$ cat config.mk
export PLATFORM = sky130hd
export DESIGN_NAME = getir_istek_zamanlayici
export DESIGN_NICKNAME = d
export VERILOG_FILES = /design/src/rtl/getir_istek_zamanlayici.sv
export SDC_FILE = /design/constraint.sdc
export NUM_CORES = 1
export LEC_CHECK = 0
export CAP_MARGIN = 20
export CORE_AREA = 3 3 157 159
export CTS_CLUSTER_SIZE = 10
export DETAILED_ROUTE_END_ITERATION = 10
export DIE_AREA = 0 0 160 162
export PLACE_DENSITY = 0.58
export SYNTH_ARGS = -nofsm -noshare
export SYNTH_HDL_FRONTEND = slang
export SYNTH_SLANG_ARGS = --single-unit
export TNS_END_PERCENT = 1
$ cat constraint.sdc
create_clock -name clk_i -period 3.4 [get_ports clk_i]
set_input_delay 1.02 -clock clk_i [delete_from_list [all_inputs] [get_ports clk_i]]
set_output_delay 1.02 -clock clk_i [all_outputs]
set_load 0.005 [all_outputs]
$ cat src/rtl/getir_istek_zamanlayici.sv
// Instruction-fetch request sequencer between getir1, the L1B cache and getir2.
// Tracks outstanding request PS values in a FIFO, tags responses in order, and drops stale responses after a flush.
module getir_istek_zamanlayici #(
  parameter int PS_BIT       = 32,
  parameter int VERI_BIT     = 32,
  parameter int MAX_BEKLEYEN = 4,
  parameter int SAYAC_BIT    = 3
) (
  input  logic                 clk_i,
  input  logic                 rst_i,
  input  logic [PS_BIT-1:0]    g1_ps_i,
  input  logic                 g1_ps_gecerli_i,
  output logic                 g1_ps_hazir_o,
  output logic [PS_BIT-1:0]    l1b_istek_ps_o,
  output logic                 l1b_istek_gecerli_o,
  input  logic                 l1b_istek_hazir_i,
  input  logic [VERI_BIT-1:0]  l1b_buyruk_i,
  input  logic                 l1b_buyruk_gecerli_i,
  output logic                 l1b_buyruk_hazir_o,
  output logic [VERI_BIT-1:0]  g2_buyruk_o,
  output logic [PS_BIT-1:0]    g2_ps_o,
  output logic                 g2_gecerli_o,
  input  logic                 g2_hazir_i,
  input  logic                 bosalt_i,
  output logic [SAYAC_BIT-1:0] bekleyen_sayisi_o
);

  // state  | meaning
  // CALIS  | normal operation: issue requests, forward responses
  // BOSALT | flush drain: drop responses of requests issued before the flush

  localparam int PTR_BIT = (MAX_BEKLEYEN > 1) ? $clog2(MAX_BEKLEYEN) : 1;
  localparam logic [SAYAC_BIT-1:0] MAX_CNT = SAYAC_BIT'(MAX_BEKLEYEN);

  typedef enum logic {CALIS, BOSALT} durum_t;

  durum_t state, state_ns;

  logic [PS_BIT-1:0]    ps_fifo [MAX_BEKLEYEN];
  logic [PTR_BIT-1:0]   wr_ptr, rd_ptr;
  logic [SAYAC_BIT-1:0] count, drop, drop_ns;
  logic                 izin, istek_hs, cevap_hs;

  // All handshake outputs are held low while reset is asserted.
  assign izin = !rst_i && (state == CALIS) && !bosalt_i && (count < MAX_CNT);
  assign l1b_istek_gecerli_o = g1_ps_gecerli_i && izin;
  assign g1_ps_hazir_o = l1b_istek_gecerli_o && l1b_istek_hazir_i;
  assign istek_hs = g1_ps_hazir_o;
  assign l1b_istek_ps_o = g1_ps_i;

  assign l1b_buyruk_hazir_o = !rst_i &&
                              ((state == BOSALT) || bosalt_i || !g2_gecerli_o || g2_hazir_i);
  assign cevap_hs = l1b_buyruk_gecerli_i && l1b_buyruk_hazir_o;
  assign drop_ns = count - SAYAC_BIT'(cevap_hs);

  assign bekleyen_sayisi_o = count;

  always_ff @(posedge clk_i or posedge rst_i) begin
    if (rst_i) state <= CALIS;
    else       state <= state_ns;
  end

  always_comb begin
    state_ns = state;
    case (state)
      CALIS:  if (bosalt_i && drop_ns != '0) state_ns = BOSALT;
      BOSALT: if (cevap_hs && drop == SAYAC_BIT'(1)) state_ns = CALIS;
      default: state_ns = CALIS;
    endcase
  end

  always_ff @(posedge clk_i) begin
    if (istek_hs) ps_fifo[wr_ptr] <= g1_ps_i;
  end

  always_ff @(posedge clk_i or posedge rst_i) begin
    if (rst_i) begin
      wr_ptr       <= '0;
      rd_ptr       <= '0;
      count        <= '0;
      drop         <= '0;
      g2_gecerli_o <= 1'b0;
      g2_buyruk_o  <= '0;
      g2_ps_o      <= '0;
    end else if (state == BOSALT) begin
      g2_gecerli_o <= 1'b0;
      if (cevap_hs) drop <= drop - SAYAC_BIT'(1);
    end else if (bosalt_i) begin
      // A response arriving with the flush is already counted out of drop_ns.
      wr_ptr       <= '0;
      rd_ptr       <= '0;
      count        <= '0;
      drop         <= drop_ns;
      g2_gecerli_o <= 1'b0;
    end else begin
      if (istek_hs) wr_ptr <= wr_ptr + PTR_BIT'(1);
      if (cevap_hs) begin
        rd_ptr       <= rd_ptr + PTR_BIT'(1);
        g2_buyruk_o  <= l1b_buyruk_i;
        g2_ps_o      <= ps_fifo[rd_ptr];
        g2_gecerli_o <= 1'b1;
      end else if (g2_hazir_i) begin
        g2_gecerli_o <= 1'b0;
      end
      count <= count + SAYAC_BIT'(istek_hs) - SAYAC_BIT'(cevap_hs);
    end
  end

  bos_fifo_cevap : assert property (@(posedge clk_i) disable iff (rst_i)
    !(cevap_hs && state == CALIS && !bosalt_i && count == '0));

endmodule

; Yosys cells after proc, flatten, opt, wreduce, memory -nomap -nowiden
; Memory sizes are Yosys's and may differ from the RTL's. A register that Yosys moved wholly into a read port is not among the register bits.
; Cells that the tools add are included.
[totals]
ff_bits = 44
ram_bits = 128
input_bits = 71
out_inout_bits = 103
wordCells = 60
mem_count = 1
[classes]
n_addsub = 6
order_cmp = 1
n_eq_ne = 2
mux = 17
bitwise = 2
reduce_logical = 24
[memory_table]
columns = name, words, width, read_ports, rd_clocked_by_memory_dff, wr, line
row1 = ps_fifo, 4, 32, 1, 1, 1, 39  ; logic [PS_BIT-1:0] ps_fifo [MAX_BEKLEYEN];
[ops]
columns = operator, count
row1 = 3-bit two-way mux, 4
row2 = 1-bit logical AND, 9
row3 = 1-bit two-way mux, 8
row4 = 2-bit two-way mux, 4
row5 = 2-bit AND reduction, 3
row6 = 2-bit nonzero test, 3
row7 = 3-bit by 1-bit subtractor with 3-bit output, 2
row8 = 2-bit by 1-bit adder with 2-bit output (second input constant), 2
row9 = 4-bit nonzero test, 1
row10 = 3-bit by 1-bit adder with 3-bit output, 1
row11 = 3-bit by 1-bit == test with 1-bit output (second input constant), 1
row12 = 1-bit logical NOT, 3
row13 = 1-bit logical OR, 3
row14 = 3-bit less-than comparator (second input constant), 1
row15 = 3-bit AND reduction, 1
row16 = 3-bit nonzero test, 1
row17 = 3-bit by 1-bit subtractor with 3-bit output (second input constant), 1
row18 = 2-bit by 1-bit != test with 1-bit output (second input constant), 1
row19 = 1-bit inverter, 2
row20 = 1-bit case mux with 2 select lines, 1

; Longest topological paths before layout
; Gate-level depths: netlist (run 1).
[depth]
depth_word = 10
mapped_depth = 12
depth_no_buf = 11

; Worst setup path after synthesis (run 1)
; Ideal clock, no wire load.
[synth_path]
path_type = input-to-reg
startpoint = input l1b_buyruk_gecerli_i
endpoint = register count[2] (netlist: bekleyen_sayisi_o[2])
setup_ns = 0.138
arrival_ns = 3.026
required_ns = 3.262
slack_ns = 0.236
path_stages = 12
n_path_buf = 1
path_cell_list = nor2b_1 clkbuf_1 a21boi_0 ha_1 inv_1 ha_1 inv_1 fa_1 xnor2_1 nor3_1 a21oi_1 o21ai_0
[synth_via]
elab_chain_cells = 3
[synth_lines]
columns = element, line
row1 = "start, declared", 18  ; input logic l1b_buyruk_gecerli_i,
row2 = 1-bit logical AND, 53  ; assign cevap_hs = l1b_buyruk_gecerli_i && l1b_buyruk_hazir_o;
row3 = 3-bit by 1-bit subtractor with 3-bit output, 105  ; count <= count + SAYAC_BIT'(istek_hs) - SAYAC_BIT'(cevap_hs);
row4 = 3-bit two-way mux, 88  ; end else if (bosalt_i) begin
row5 = "end signal, assigned", 105
row6 = "end, declared", 41  ; logic [SAYAC_BIT-1:0] count, drop, drop_ns;
; Every way passes these cells.
; A chain may end at the register's enable or synchronous reset.

; Final worst setup path (run 1)
[layout_path]
startpoint = input bosalt_i
endpoint = output l1b_istek_gecerli_o
[layout_via]
elab_chain_cells = 4
[layout_lines]
columns = element, line
row1 = "start, declared", 24  ; input logic bosalt_i,
row2 = 1-bit logical NOT, 45  ; assign izin = !rst_i && (state == CALIS) && !bosalt_i && (count < MAX_CNT);
row3 = 1-bit logical AND (2 in series), 45
row4 = 1-bit logical AND, 46  ; assign l1b_istek_gecerli_o = g1_ps_gecerli_i && izin;
row5 = "end, declared", 15  ; output logic l1b_istek_gecerli_o,
; Every way passes these cells.

==> results of run 1 <==
==> placed cells by master (no fill, tap or decap), types with 4 or more instances in the layout <==
| cell | Yosys | routed |
|---|---|---|
| clkdlybuf4s50_1 | 0 | 171 |
| xnor2_1 | 4 | 4 |
| mux4_2 | 27 | 27 |
| inv_1 | 10 | 9 |
| and2_2 | 0 | 4 |
| mux2i_1 | 4 | 4 |
| clkbuf_1 | 4 | 16 |
| nand2_1 | 8 | 8 |
| clkbuf_16 | 0 | 25 |
| a21oi_1 | 6 | 6 |
| ha_1 | 11 | 11 |
| mux4_1 | 5 | 5 |
| buf_12 | 0 | 5 |
| buf_4 | 34 | 15 |
| dfrtp_1 | 76 | 74 |
| o21ai_0 | 8 | 8 |
| nor2_1 | 4 | 4 |
| mux2_2 | 64 | 64 |
| edfxtp_1 | 128 | 128 |
==> report_power, final <==
group	total [mW]	switching [mW]	internal (mW)
combinational	1.44	0.446	0.996
clock	2.30	0.897	1.40
sequential	3.17	0.250	2.92
==> cell type report <==
class | instances | area share (%)
clock buffer | 43 | 6.59
inverter | 10 | 0.358
multi-input combinational | 164 | 18.3
sequential | 204 | 53.1
tap | 319 | 3.69
timing repair buffer | 193 | 17.9
==> worst max-delay path, cell delays in order <==
cell and delay [ns]:
clkdlybuf4s50_1 0.43, nor3_2 0.19, and3b_1 0.17, clkdlybuf4s50_1 0.51
==> how the worst max path moves through the flow <==
stage                         start                   end  slack (ns)
6_report                   bosalt_i   l1b_istek_gecerli_o        0.06
2_1_floorplan  l1b_buyruk_gecerli_i  bekleyen_sayisi_o[2]        0.24
4_1_cts                       rst_i   l1b_istek_gecerli_o        0.03
3_5_place_dp                  rst_i  bekleyen_sayisi_o[2]       -0.07
5_1_grt                    bosalt_i   l1b_istek_gecerli_o       0.003
3_3_place_gp                  rst_i         g1_ps_hazir_o       -0.03
==> registers in the layout (all words and copies together) (netlist names) <==
| name | flops |
|---|---|
| bekleyen_sayisi_o | 3 |
| wr_ptr | 2 |
| ps_fifo | 128 |
| rd_ptr | 2 |
| g2_ps_o | 32 |
| state | 1 |
| g2_buyruk_o | 32 |
| drop | 3 |
| g2_gecerli_o | 1 |
==> cells by family (layout without fill, tap and decap cells) <==
group                    count (synthesis)  in the layout  share of synthesized area, %
flip-flops                             204            204                          70.7
adder cells (fa/ha/maj)                 12             12                          1.94
XOR/XNOR                                 4              4                         0.431
AO/OA/AOI/OAI                           19             19                          1.34
AND/OR/NAND/NOR                         29             29                          1.92
multiplexers                           100            100                          18.5
buffers and inverters                   62            246                          5.25
==> per-layer routing <==
| metal | vias up | track usage, % |
|---|---|---|
| li1 | 1934 | - |
| met1 | 2144 | 15.6 |
| met2 | 152 | 22.8 |
| met3 | 26 | 3.21 |
| met4 | 0 | 3.16 |
| met5 | - | 0 |
==> repair_timing <==
| action | in CTS | in global routing |
|---|---|---|
| setup buffers | 1 | 0 |
| setup endpoints to repair | 1 | 1 |
| pin swaps | 1 | 1 |
| hold buffers | 0 | 0 |
| resized for setup | 3 | 0 |
| hold endpoints to repair | 0 | 0 |
==> through the flow <==
stage          worst slack, ns  utilization, %  power, mW
2_1_floorplan            0.236               -       3.89
4_1_cts                 0.0300            46.2       7.05
3_5_place_dp           -0.0661            43.2       4.71
6_report                0.0570            46.2       6.91
3_3_place_gp           -0.0322            43.2       4.66
5_1_grt                0.00281            46.2       7.28
==> metrics.csv, run 1 <==
metric,value,unit
crit end category,output pin,
Clock transition at path regs,0.05,ns
Placer Congestion,0.747,
Hold Crit Depth,1,
Clock Path Buffers,3,
Synth area leaders,"edfxtp_1 47%, dfrtp_1 23%, mux2_2 8.9%",
top-area cell type share of the netlist area,47.3,%
area grow syn2layout,33.1,%
Worst Clk Skew,0.0144,ns
post-synthesis sequential area ratio,70.7,%
FF-to-FF Start,state,
first-pass GRT wire length,26.3,mm
Rows,56,
total wire length,16.4,mm
CP required,2.38,ns
Port Buf Inserts,173,
vias per cell,4.56,
run status,"finished, final reports clean",
FILL cells,2049,
WL met2,8.28,mm
worst skew pair latency,0.50,ns
met3 WL,1.08,mm
worst relative slew slack,39.2,%
dpl cells,889,
post-route insts no fill,933,
Hold Crit Start,g2_buyruk_o[28],
Detailed Place HPWL,10.0,mm
Worst Setup Path Type,in2out,
Mean Syn Cell Area,18.9,um^2
crit path time final,3.34,ns
Root Driver,clkbuf_16,
global route total overflow,0,
Highest Signal Layer,met4,
Hold Path End,g2_buyruk_o[28],
Hold Path Class,reg2reg,
Detail Route Antenna Nets,0,
TritonRoute pass-1 iters,4,
number of setup violations in the final report,0,
ys flop type,edfxtp_1,
Worst-Margin Slew,0.912,ns
CTS tree,yes,
placed standard-cell area,10100,um^2
synth unique cells,33,
Synth warnings,0,
most common cell in the netlist,edfxtp_1,
clock buffer count from CTS,24,
Die Y,162,um
Syn Inst Count,430,
core area,23400,um^2
Post-synth EDFFs,128,
Post-route DRC,0,
vias in the first global route,4693,
largest net degree at the start of global routing,77,
vias after detailed routing,4256,
area of the multi-input gates,1980,um^2
total negative slack,0,ns
die area,25900,um^2
leakage power,4.05,nW
Max Slew Vio Count,0,
Tcrit/Tclk final,98.3,%
I/O Pins,174,
chip width,160,um
clk sinks,204,
Starting Density,34.7,%
layout cells sized above 1,24.3,%
R2R depth,11,
RSZ-0062 raised after global routing,no,
r2r setup slk,1.14,ns
Initial DRC Count,160,
FMAX,299,MHz
initial antenna violation count,0,
reg-to-reg critical path endpoint,bekleyen_sayisi_o[2],
pwr dens,639,nW/um^2
Synth Cell Area,8130,um^2
Mapped Nets,513,
Ant. Diodes,0,
H-Tree Depth,1,
WL/cell,17.6,um
Register Area,5750,um^2
Startpoint Class,input port,
"Max FO, Critical Path",2,
commonest cells in the netlist,"128 x edfxtp_1, 76 x dfrtp_1, 64 x mux2_2",
ys async rst share,37.3,%
Hold Slack,0.502,ns
post-synthesis sequential element count,204,
Nets,680,
wl on met1,6.73,mm
GRT Util Overall,12.8,%
fin area,10800,um^2
Worst VDD drop,0.298,mV
largest area contributor in the netlist,edfxtp_1,
Fin. Hold Viols,0,
Max Cap Violations,0,
Worst Path Arrival,2.32,ns
Power figures use the tool's default switching activity.
==> run 2: changes to the inputs <==
clock period = 3.5 ns   (was 3.4 ns; I/O delays follow)
==> run 2 against run 1 <==
Against the previous run: count of clock-buffer cells in the layout unchanged; highest routed layer unchanged; non-clock buffer count up 5; global-route usage up 0.35 points; clock power down 4%; core utilization up 0.14 points; critical endpoint unchanged; critical path type unchanged; critical path depth unchanged; routed wire length up 3.5%; flip-flop and latch count unchanged; largest cell class unchanged; worst hold slack better by 0.0013 ns.
==> metrics.csv, run 2 (same netlist as run 1, synthesis figures left out) <==
metric,value,unit
Clock transition at path regs,0.05,ns
Hold Crit Depth,1,
FF-to-FF Start,state,
met3 usage in global routing,3.34,%
CTS tree,yes,
vias per cell,4.63,
chip width,160,um
R2R depth,12,
global route total overflow,0,
placed standard-cell area,10100,um^2
worst skew pair latency,0.49,ns
FMAX,291,MHz
global routing usage on met2,23.4,%
Detailed Place HPWL,11.2,mm
Worst Path Arrival,2.39,ns
Clock Path Buffers,3,
Reg power frac,46.1,%
Post-route DRC,0,
WL/cell,18.1,um
Tcrit/Tclk final,98.2,%
post-route insts no fill,938,
Max Slew Vio Count,0,
clock group share of total power,33.0,%
reg-to-reg critical path endpoint,bekleyen_sayisi_o[2],
run status,"finished, final reports clean",
area of the multi-input gates,1980,um^2
H-Tree Depth,1,
vias after detailed routing,4344,
RSZ-0062 raised after global routing,no,
Regs by FF count,"ps_fifo (128), g2_buyruk_o (32), g2_ps_o (32)",
clk sinks,204,
Initial DRC Count,195,
GR met1 Demand/Resource,16.0,%
Placer Congestion,0.740,
crit end category,output pin,
first-pass GRT wire length,27.1,mm
Port Buf Inserts,173,
"Max FO, Critical Path",2,
worst relative slew slack,37.8,%
Hold Path Class,reg2reg,
Post-CTS Setup Inserts,0,
CP required,2.45,ns
Worst-Margin Slew,0.933,ns
Nets,685,
initial antenna violation count,0,
Largest Register,ps_fifo,
core area,23400,um^2
# hold bufs at CTS,0,
GRT Util Overall,13.1,%
"commonest non-fill, non-tap cells in the layout","172 x clkdlybuf4s50_1, 128 x edfxtp_1, 74 x dfrtp_1",
Root Driver,clkbuf_16,
Fin. Hold Viols,0,
TritonRoute pass-1 iters,4,
Startpoint Class,input port,
Worst VDD drop,0.358,mV
vias in the first global route,4783,
I/O Pins,174,
die area,25900,um^2
gr busiest metal,met2,
worst slack at placement,-0.0934,ns
combinational power share,20.9,%
dpl cells,895,
layout cells sized above 1,24.7,%
FILL cells,2076,
Hold Crit Start,g2_ps_o[24],
number of flip-flops in the largest register,128,
pwr dens,618,nW/um^2
Hold Path End,g2_ps_o[24],
clock buffer count from CTS,24,
crit path time final,3.44,ns
sw power,1.56,mW
Die Y,162,um
largest net degree at the start of global routing,38,
"most common cell after layout, fill and taps aside",clkdlybuf4s50_1,
worst setup margin,0.0629,ns
Starting Density,34.7,%
number of setup violations in the final report,0,
Rows,56,
area grow syn2layout,33.5,%
Worst Clk Skew,0.00517,ns
Max Cap Violations,0,
fin area,10900,um^2
Ant. Diodes,0,
Detail Route Antenna Nets,0,
Sw Ratio,23.2,%
total wire length,17.0,mm
r2r setup slk,1.06,ns
leakage power,4.08,nW
cell internal pwr,5.15,mW
Worst Setup Path Type,in2out,
Register Area,5750,um^2
## run 2: what timing repair did
action / CTS / global route
gates resized for setup: 1 / 1
pin swaps: 1 / 2
setup endpoints to repair: 1 / 2
## run 2: power groups by stage
stage          combinational, mW  sequential, mW  clock [mW]
2_1_floorplan              0.736            3.04           0
6_report                    1.40            3.09        2.21
3_5_place_dp                1.43            3.15           0
3_3_place_gp                1.40            3.13           0
4_1_cts                     1.44            3.10        2.30
5_1_grt                     1.53            3.14        2.40
## run 2: worst max-delay path by stage
stage / startpoint / slack (ns) / end
3_5_place_dp: rst_i / -0.09 / bekleyen_sayisi_o[2]
6_report: bosalt_i / 0.06 / l1b_istek_gecerli_o
3_3_place_gp: rst_i / 0.008 / g1_ps_hazir_o
5_1_grt: bosalt_i / 0.003 / l1b_istek_gecerli_o
4_1_cts: rst_i / 0.003 / g1_ps_hazir_o
2_1_floorplan: l1b_buyruk_gecerli_i / 0.31 / bekleyen_sayisi_o[2]
## run 2: stage by stage
step,hold slack (ns),util [%],total power [mW],setup TNS (ns)
6_report,0.503,46.4,6.71,0
5_1_grt,0.516,46.4,7.07,0
4_1_cts,0.508,46.4,6.84,0
3_5_place_dp,0.496,43.3,4.58,-0.120
3_3_place_gp,0.488,43.3,4.53,0
2_1_floorplan,0.503,-,3.78,0
## run 2: metal layers
metal	wire, um	part of all wire (%)
met5	0	0
met4	301	1.8
met3	1110	6.5
met2	8590	51
met1	6960	41
## run 2: layout make-up
cell class	instances	share of cell area, %
Inverter	10	0.357
Sequential cell	204	53.0
Tap cell	319	3.68
Multi-Input combinational cell	164	18.2
Timing Repair Buffer	198	18.3
Clock buffer	43	6.48
## run 2: worst max-delay path: stages
cell and delay, ns:
clkdlybuf4s50_1 0.43, nor3_2 0.20, and3b_1 0.18, clkdlybuf4s50_1 0.52
